<file path="src/rtl/spi_pkg.sv">
// Shared types for the SPI memory slave.
// FSM state encoding and header rw-bit values.
package spi_pkg;
  typedef enum logic [2:0] {
    IDLE,
    HDR,
    RD_LD,
    RD,
    WR
  } state_t;

  localparam logic RW_READ  = 1'b1;
  localparam logic RW_WRITE = 1'b0;
endpackage

</file>
<file path="src/rtl/spi_mem_slave_if.sv">
// SPI pin bundle between an off-chip master and the memory slave.
// The slave drives miso and its pad output-enable.
interface spi_mem_slave_if;
  logic sclk;
  logic cs_n;
  logic mosi;
  logic miso;
  logic miso_oe;

  modport master (
    output sclk, cs_n, mosi,
    input  miso, miso_oe
  );

  modport slave (
    input  sclk, cs_n, mosi,
    output miso, miso_oe
  );
endinterface

</file>
<file path="src/rtl/spi_sync_edge.sv">
// Multi-flop synchroniser with registered rise/fall detect.
// q is the level aligned with the rise/fall strobes.
module spi_sync_edge #(
  parameter int   STG     = 2,
  parameter logic INV     = 1'b0,
  parameter logic RST_VAL = 1'b0
) (
  input  logic clk,
  input  logic rst_n,
  input  logic din,
  output logic q,
  output logic rise,
  output logic fall
);
  logic [STG-1:0] sync;
  logic           prev;

  always_ff @(posedge clk) begin
    if (!rst_n) begin
      sync <= {STG{RST_VAL}};
      prev <= RST_VAL;
      rise <= 1'b0;
      fall <= 1'b0;
    end else begin
      sync <= {sync[STG-2:0], din ^ INV};
      prev <= sync[STG-1];
      rise <= sync[STG-1] & ~prev;
      fall <= ~sync[STG-1] & prev;
    end
  end

  assign q = prev;
endmodule

</file>
<file path="src/rtl/spi_mem_slave.sv">
// SPI mode-0/2 slave giving burst read/write access to an inline RAM.
// Header {rw, addr} then data frames, MSB first, address auto-increments.
module spi_mem_slave
  import spi_pkg::*;
#(
  parameter int   DATA_W   = 8,
  parameter int   ADDR_W   = 7,
  parameter logic CPOL     = 1'b0,
  parameter int   SYNC_STG = 2
) (
  input  logic              clk,
  input  logic              rst_n,
  spi_mem_slave_if.slave    spi,
  output logic              busy,
  output logic              wr_pulse,
  output logic [ADDR_W-1:0] last_addr
);
  localparam int HW = 1 + ADDR_W;
  localparam int MW = (HW > DATA_W) ? HW : DATA_W;
  localparam int CW = $clog2(MW);

  logic sck_q, sck_rise, sck_fall;
  logic cs_q, cs_rise, cs_fall;
  logic mosi_s, mosi_rise, mosi_fall;
  logic unused;

  spi_sync_edge #(.STG(SYNC_STG), .INV(CPOL), .RST_VAL(1'b0)) u_sck (
    .clk(clk), .rst_n(rst_n), .din(spi.sclk),
    .q(sck_q), .rise(sck_rise), .fall(sck_fall)
  );

  spi_sync_edge #(.STG(SYNC_STG), .INV(1'b0), .RST_VAL(1'b1)) u_cs (
    .clk(clk), .rst_n(rst_n), .din(spi.cs_n),
    .q(cs_q), .rise(cs_rise), .fall(cs_fall)
  );

  spi_sync_edge #(.STG(SYNC_STG), .INV(1'b0), .RST_VAL(1'b0)) u_mosi (
    .clk(clk), .rst_n(rst_n), .din(spi.mosi),
    .q(mosi_s), .rise(mosi_rise), .fall(mosi_fall)
  );

  assign unused = ^{sck_q, cs_q, mosi_rise, mosi_fall};

  state_t             state, state_n;
  logic [CW-1:0]      cnt, cnt_n;
  logic [ADDR_W-1:0]  addr, addr_n, last_n;
  logic [HW-1:0]      hdr, hdr_n;
  logic [DATA_W-1:0]  rx, rx_n, tx, tx_n, rd_data;
  logic               miso_q, miso_n, oe_q, oe_n;
  logic               busy_n, wp_n, we;

  logic [DATA_W-1:0]  mem [2**ADDR_W];

  always_comb begin
    state_n = state;
    cnt_n   = cnt;
    addr_n  = addr;
    hdr_n   = hdr;
    rx_n    = rx;
    tx_n    = tx;
    miso_n  = miso_q;
    oe_n    = oe_q;
    busy_n  = busy;
    last_n  = last_addr;
    wp_n    = 1'b0;
    we      = 1'b0;
    // a deselect overrides any sclk edge seen in the same cycle
    if (cs_rise) begin
      state_n = IDLE;
      oe_n    = 1'b0;
      miso_n  = 1'b0;
      busy_n  = 1'b0;
      cnt_n   = '0;
    end else begin
      unique case (state)
        IDLE: if (cs_fall) begin
          state_n = HDR;
          cnt_n   = '0;
          busy_n  = 1'b1;
          hdr_n   = '0;
        end
        HDR: if (sck_rise) begin
          hdr_n = {hdr[HW-2:0], mosi_s};
          if (cnt == CW'(HW-1)) begin
            cnt_n   = '0;
            addr_n  = hdr_n[ADDR_W-1:0];
            state_n = (hdr_n[HW-1] == RW_READ) ? RD_LD : WR;
          end else begin
            cnt_n = cnt + CW'(1);
          end
        end
        RD_LD: begin
          tx_n    = rd_data;
          oe_n    = 1'b1;
          cnt_n   = '0;
          state_n = RD;
        end
        RD: if (sck_fall) begin
          miso_n = tx[DATA_W-1];
          tx_n   = {tx[DATA_W-2:0], 1'b0};
          if (cnt == CW'(DATA_W-1)) begin
            cnt_n   = '0;
            last_n  = addr;
            addr_n  = addr + ADDR_W'(1);
            state_n = RD_LD;
          end else begin
            cnt_n = cnt + CW'(1);
          end
        end
        WR: if (sck_rise) begin
          rx_n = {rx[DATA_W-2:0], mosi_s};
          if (cnt == CW'(DATA_W-1)) begin
            cnt_n  = '0;
            we     = 1'b1;
            wp_n   = 1'b1;
            last_n = addr;
            addr_n = addr + ADDR_W'(1);
          end else begin
            cnt_n = cnt + CW'(1);
          end
        end
        default: state_n = IDLE;
      endcase
    end
  end

  always_ff @(posedge clk) begin
    if (!rst_n) begin
      state     <= IDLE;
      cnt       <= '0;
      addr      <= '0;
      hdr       <= '0;
      rx        <= '0;
      tx        <= '0;
      miso_q    <= 1'b0;
      oe_q      <= 1'b0;
      busy      <= 1'b0;
      wr_pulse  <= 1'b0;
      last_addr <= '0;
    end else begin
      state     <= state_n;
      cnt       <= cnt_n;
      addr      <= addr_n;
      hdr       <= hdr_n;
      rx        <= rx_n;
      tx        <= tx_n;
      miso_q    <= miso_n;
      oe_q      <= oe_n;
      busy      <= busy_n;
      wr_pulse  <= wp_n;
      last_addr <= last_n;
    end
  end

  // read port follows the next address so RD_LD sees the prefetch target
  always_ff @(posedge clk) begin
    if (rst_n && we) mem[addr] <= rx_n;
    rd_data <= mem[addr_n];
  end

  assign spi.miso    = miso_q & oe_q;
  assign spi.miso_oe = oe_q;
endmodule
</file>
<file path="src/flat_wrapper.sv">
// flat-port wrapper written by rule: the top's interface ports become plain ports
module spi_mem_slave_flat import spi_pkg::*;
#(
  parameter int   DATA_W   = 8,
  parameter int   ADDR_W   = 7,
  parameter logic CPOL     = 1'b0,
  parameter int   SYNC_STG = 2
)
  (clk, rst_n, busy, wr_pulse, last_addr, spi_sclk, spi_cs_n, spi_mosi, spi_miso, spi_miso_oe);
  spi_mem_slave_if spi_i ();
  input  logic clk;
  input  logic rst_n;
  output logic busy;
  output logic wr_pulse;
  output logic [ADDR_W-1:0] last_addr;
  input wire logic [$bits(spi_i.sclk)-1:0] spi_sclk;
  input wire logic [$bits(spi_i.cs_n)-1:0] spi_cs_n;
  input wire logic [$bits(spi_i.mosi)-1:0] spi_mosi;
  output wire logic [$bits(spi_i.miso)-1:0] spi_miso;
  output wire logic [$bits(spi_i.miso_oe)-1:0] spi_miso_oe;
  assign spi_i.sclk = spi_sclk;
  assign spi_i.cs_n = spi_cs_n;
  assign spi_i.mosi = spi_mosi;
  assign spi_miso = spi_i.miso;
  assign spi_miso_oe = spi_i.miso_oe;
  spi_mem_slave #(.DATA_W(DATA_W), .ADDR_W(ADDR_W), .CPOL(CPOL), .SYNC_STG(SYNC_STG)) u_core (.clk(clk), .rst_n(rst_n), .spi(spi_i), .busy(busy), .wr_pulse(wr_pulse), .last_addr(last_addr));
endmodule
</file>
<file path="config.mk">
export PLATFORM = sky130hd
export DESIGN_NAME = spi_mem_slave_flat
export DESIGN_NICKNAME = d
export VERILOG_FILES = /design/src/rtl/spi_pkg.sv /design/src/rtl/spi_mem_slave_if.sv /design/src/rtl/spi_sync_edge.sv /design/src/rtl/spi_mem_slave.sv /design/src/flat_wrapper.sv
export SDC_FILE = /design/constraint.sdc
export NUM_CORES = 2
export LEC_CHECK = 0
export ABC_CLOCK_PERIOD_IN_PS = 3300
export CAP_MARGIN = 30
export CORE_MARGIN = 4
export CORE_UTILIZATION = 40
export DETAILED_ROUTE_END_ITERATION = 10
export SLEW_MARGIN = 15
export SYNTH_ARGS = -nofsm -noshare
export SYNTH_HDL_FRONTEND = slang
export SYNTH_HIERARCHICAL = 1
export SYNTH_SLANG_ARGS = --single-unit
export TNS_END_PERCENT = 100
</file>
<file path="constraint.sdc">
create_clock -name clk -period 3.3 [get_ports clk]
set_input_delay 0.495 -clock clk [delete_from_list [all_inputs] [get_ports clk]]
set_output_delay 0.495 -clock clk [all_outputs]
set_load 0.03 [all_outputs]
</file>
==> qor.csv <==
stage;metric;value;unit
die;Chip Height;339;um
die;Die X;339;um
sta;final setup margin;-0.303;ns
sta;Final Max Tran Viols;0;
critical_path;critical path type;flip-flop to flip-flop;
detailed_routing;DR vias/cell;5.60;
die;# rows;121;
global_routing;GRT Total Usage;0.219;
logic_synthesis;Mapped Avg Cell Area;13.3;um2
cts;CTS H-Tree Depth;3;
die;Initial Utilization;0.403;
critical_path;Worst Path Required;3.92;ns
global_routing;initial antenna violation count;1;
worst_hold_path;hold path cells;2;
critical_path;crit end category;flip-flop;
global_routing;grt ovf;0;
cts;Worst-Skew Late Latency;0.69;ns
cells_and_area;layout cell share with drive strength beyond 1;0.236;
sta;Final setup viols;8;
die;total core area;0.109;mm2
cells_and_area;non-filler cells, final;5284;
placed_design;PortBufs;15;
sta;Rel. slew slack;0.438;
critical_path;crit-path max FO;7;
power;Pleak;20.0;nW
global_routing;vias in the first global route;28580;
power;Pwr Density;518;mW/mm2
critical_path;CP arrival;4.22;ns
job;number of max-cap violations;0;
cells_and_area;Syn-to-layout area delta;25.2;%
run_status;failing checks;setup timing;
detailed_routing;DRC;0;
placed_design;Placer Congestion;0.931;
cts;Root Driver;clkbuf_16;
global_routing;pin count of the biggest net entering global routing;130;
run_status;run status;finished with violations;
sta;RSZ-0062 raised after global routing;true;
cells_and_area;utilization after layout;0.504;
sta;Final Hold Viols;0;
detailed_routing;Via Count;29584;
sta;Least-Margin Pin Slew;0.835;ns
placed_design;dpl hpwl;80.1;mm
critical_path;Worst Setup Start Kind;flip-flop;
cells_and_area;commonest non-fill, non-tap cell in the layout;edfxtp_1;
cells_and_area;commonest non-fill, non-tap cells in the layout;edfxtp_1, nand2_1, buf_4;
logic_synthesis;post-synth design cell area;0.0438;mm2
logic_synthesis;Post-Syn Nets;3302;
logic_synthesis;Yosys warning count;6;
detailed_routing;WL per Instance;24.5;um
cts;CTS Buf Count;108;
power;power after layout;28.4;mW
detailed_routing;drt pass-1 iters;6;
die;# IOs;16;
sta;Clock Skews;0.0221;ns
detailed_routing;routed wire length;129;mm
critical_path;R2R cell count;15;
sta;Final min period;3.60;ns
cells_and_area;Net count, final;3786;
die;total die area;0.115;mm2
sta;crit share post-route;1.09;
detailed_routing;DR iter-0 viols;3428;
cts;clock buffer depth;3;
sta;WHS;0.384;ns
logic_synthesis;Gate Count Post-Synth;3293;
placed_design;Placement Setup Slack;-0.901;ns
cts;Sink Count;1092;
power;Max IR drop VDD;539;uV
global_routing;first-pass GRT wire length;190;mm
cts;Worst-path clk slew;0.06;ns
placed_design;placed cells;5012;
sta;Fmax;0.278;GHz
worst_hold_path;hold crit path type;input pin to flip-flop;
detailed_routing;post-route ant nets;0;
cts;CTS tree;built;
cts;hold_buf cts;0;
-- per-layer routing --
layer  global-route usage  part of all wire  up-vias  wire length [um]
li1                     -                 -    13286                 -
met1                0.306              0.41    14731             53400
met2                0.353              0.47     1336             60900
met3               0.0349             0.085      231             11000
met4               0.0698             0.031        0              3960
met5                    0                 0        -                 0
-- sequential cells by signal, indices dropped and copies added (netlist names), 2 cells and up --
register	flops
u_core/rx	8
u_core/tx	8
u_core/mem	1024
u_core/last_addr	7
u_core/u_sck/sync	2
u_core/cnt	3
u_core/addr	7
u_core/state	3
u_core/u_mosi/sync	2
u_core/u_cs/sync	2
u_core/hdr	7
u_core/rd_data	8
-- what timing repair did --
item,4_1_cts,5_1_grt
endpoints found under the setup margin,8,8
setup buffers,43,18
pin swaps,63,36
hold endpoints to repair,0,0
resized for setup,205,63
cloned,10,4
-- worst max-delay path, cell delays in order (launching register included) --
cell     delay (ns)
dfxtp_2        0.34
ha_4           0.16
ha_4           0.18
nand2_4        0.07
mux2_4         0.30
a221o_1        0.41
o21ai_4        0.17
buf_12         0.17
buf_12         0.19
buf_6          0.14
nor2_2         0.08
a32o_2         0.31
a31oi_4        0.18
o22ai_4        0.12
or4_4          0.59
nand3_2        0.10
-- per-stage QoR --
step | setup TNS (ns) | cell area [um2]
final | -2.10 | 54900
after detailed placement | -5.53 | 49300
after floorplan | 0 | 43900
after global routing | -2.54 | 54900
after global placement | -6.17 | 49300
after CTS | -1.59 | 54400
-- report_power, final --
| group | internal [mW] | leakage [nW] | total, mW | switching, mW |
|---|---|---|---|---|
| registers | 14.9 | 10.6 | 14.9 | 0.0161 |
| logic | 0.659 | 7.63 | 1.43 | 0.773 |
| clock network | 6.85 | 1.72 | 12.1 | 5.21 |
-- area by class of cell --
class	count	area (um2)
timing repair buffer	578	5760
inverter	10	37.5
antenna	1	2.50
sequential	1092	32100
clock buffer	147	3000
multi-input combinational	1987	11700
clock inverter	55	488
fill	9109	54000
tap	1414	1770
-- worst paths after layout --
check,start,end,slack (ns)
min reg2reg,u_core/u_cs/sync[0],u_core/u_cs/sync[1],0.41
max,u_core/cnt[1],u_core/rd_data[0],-0.30
max reg2reg,u_core/cnt[1],u_core/rd_data[0],-0.30
min,spi_cs_n,u_core/u_cs/sync[0],0.38
(Power assumes the default switching activity.)
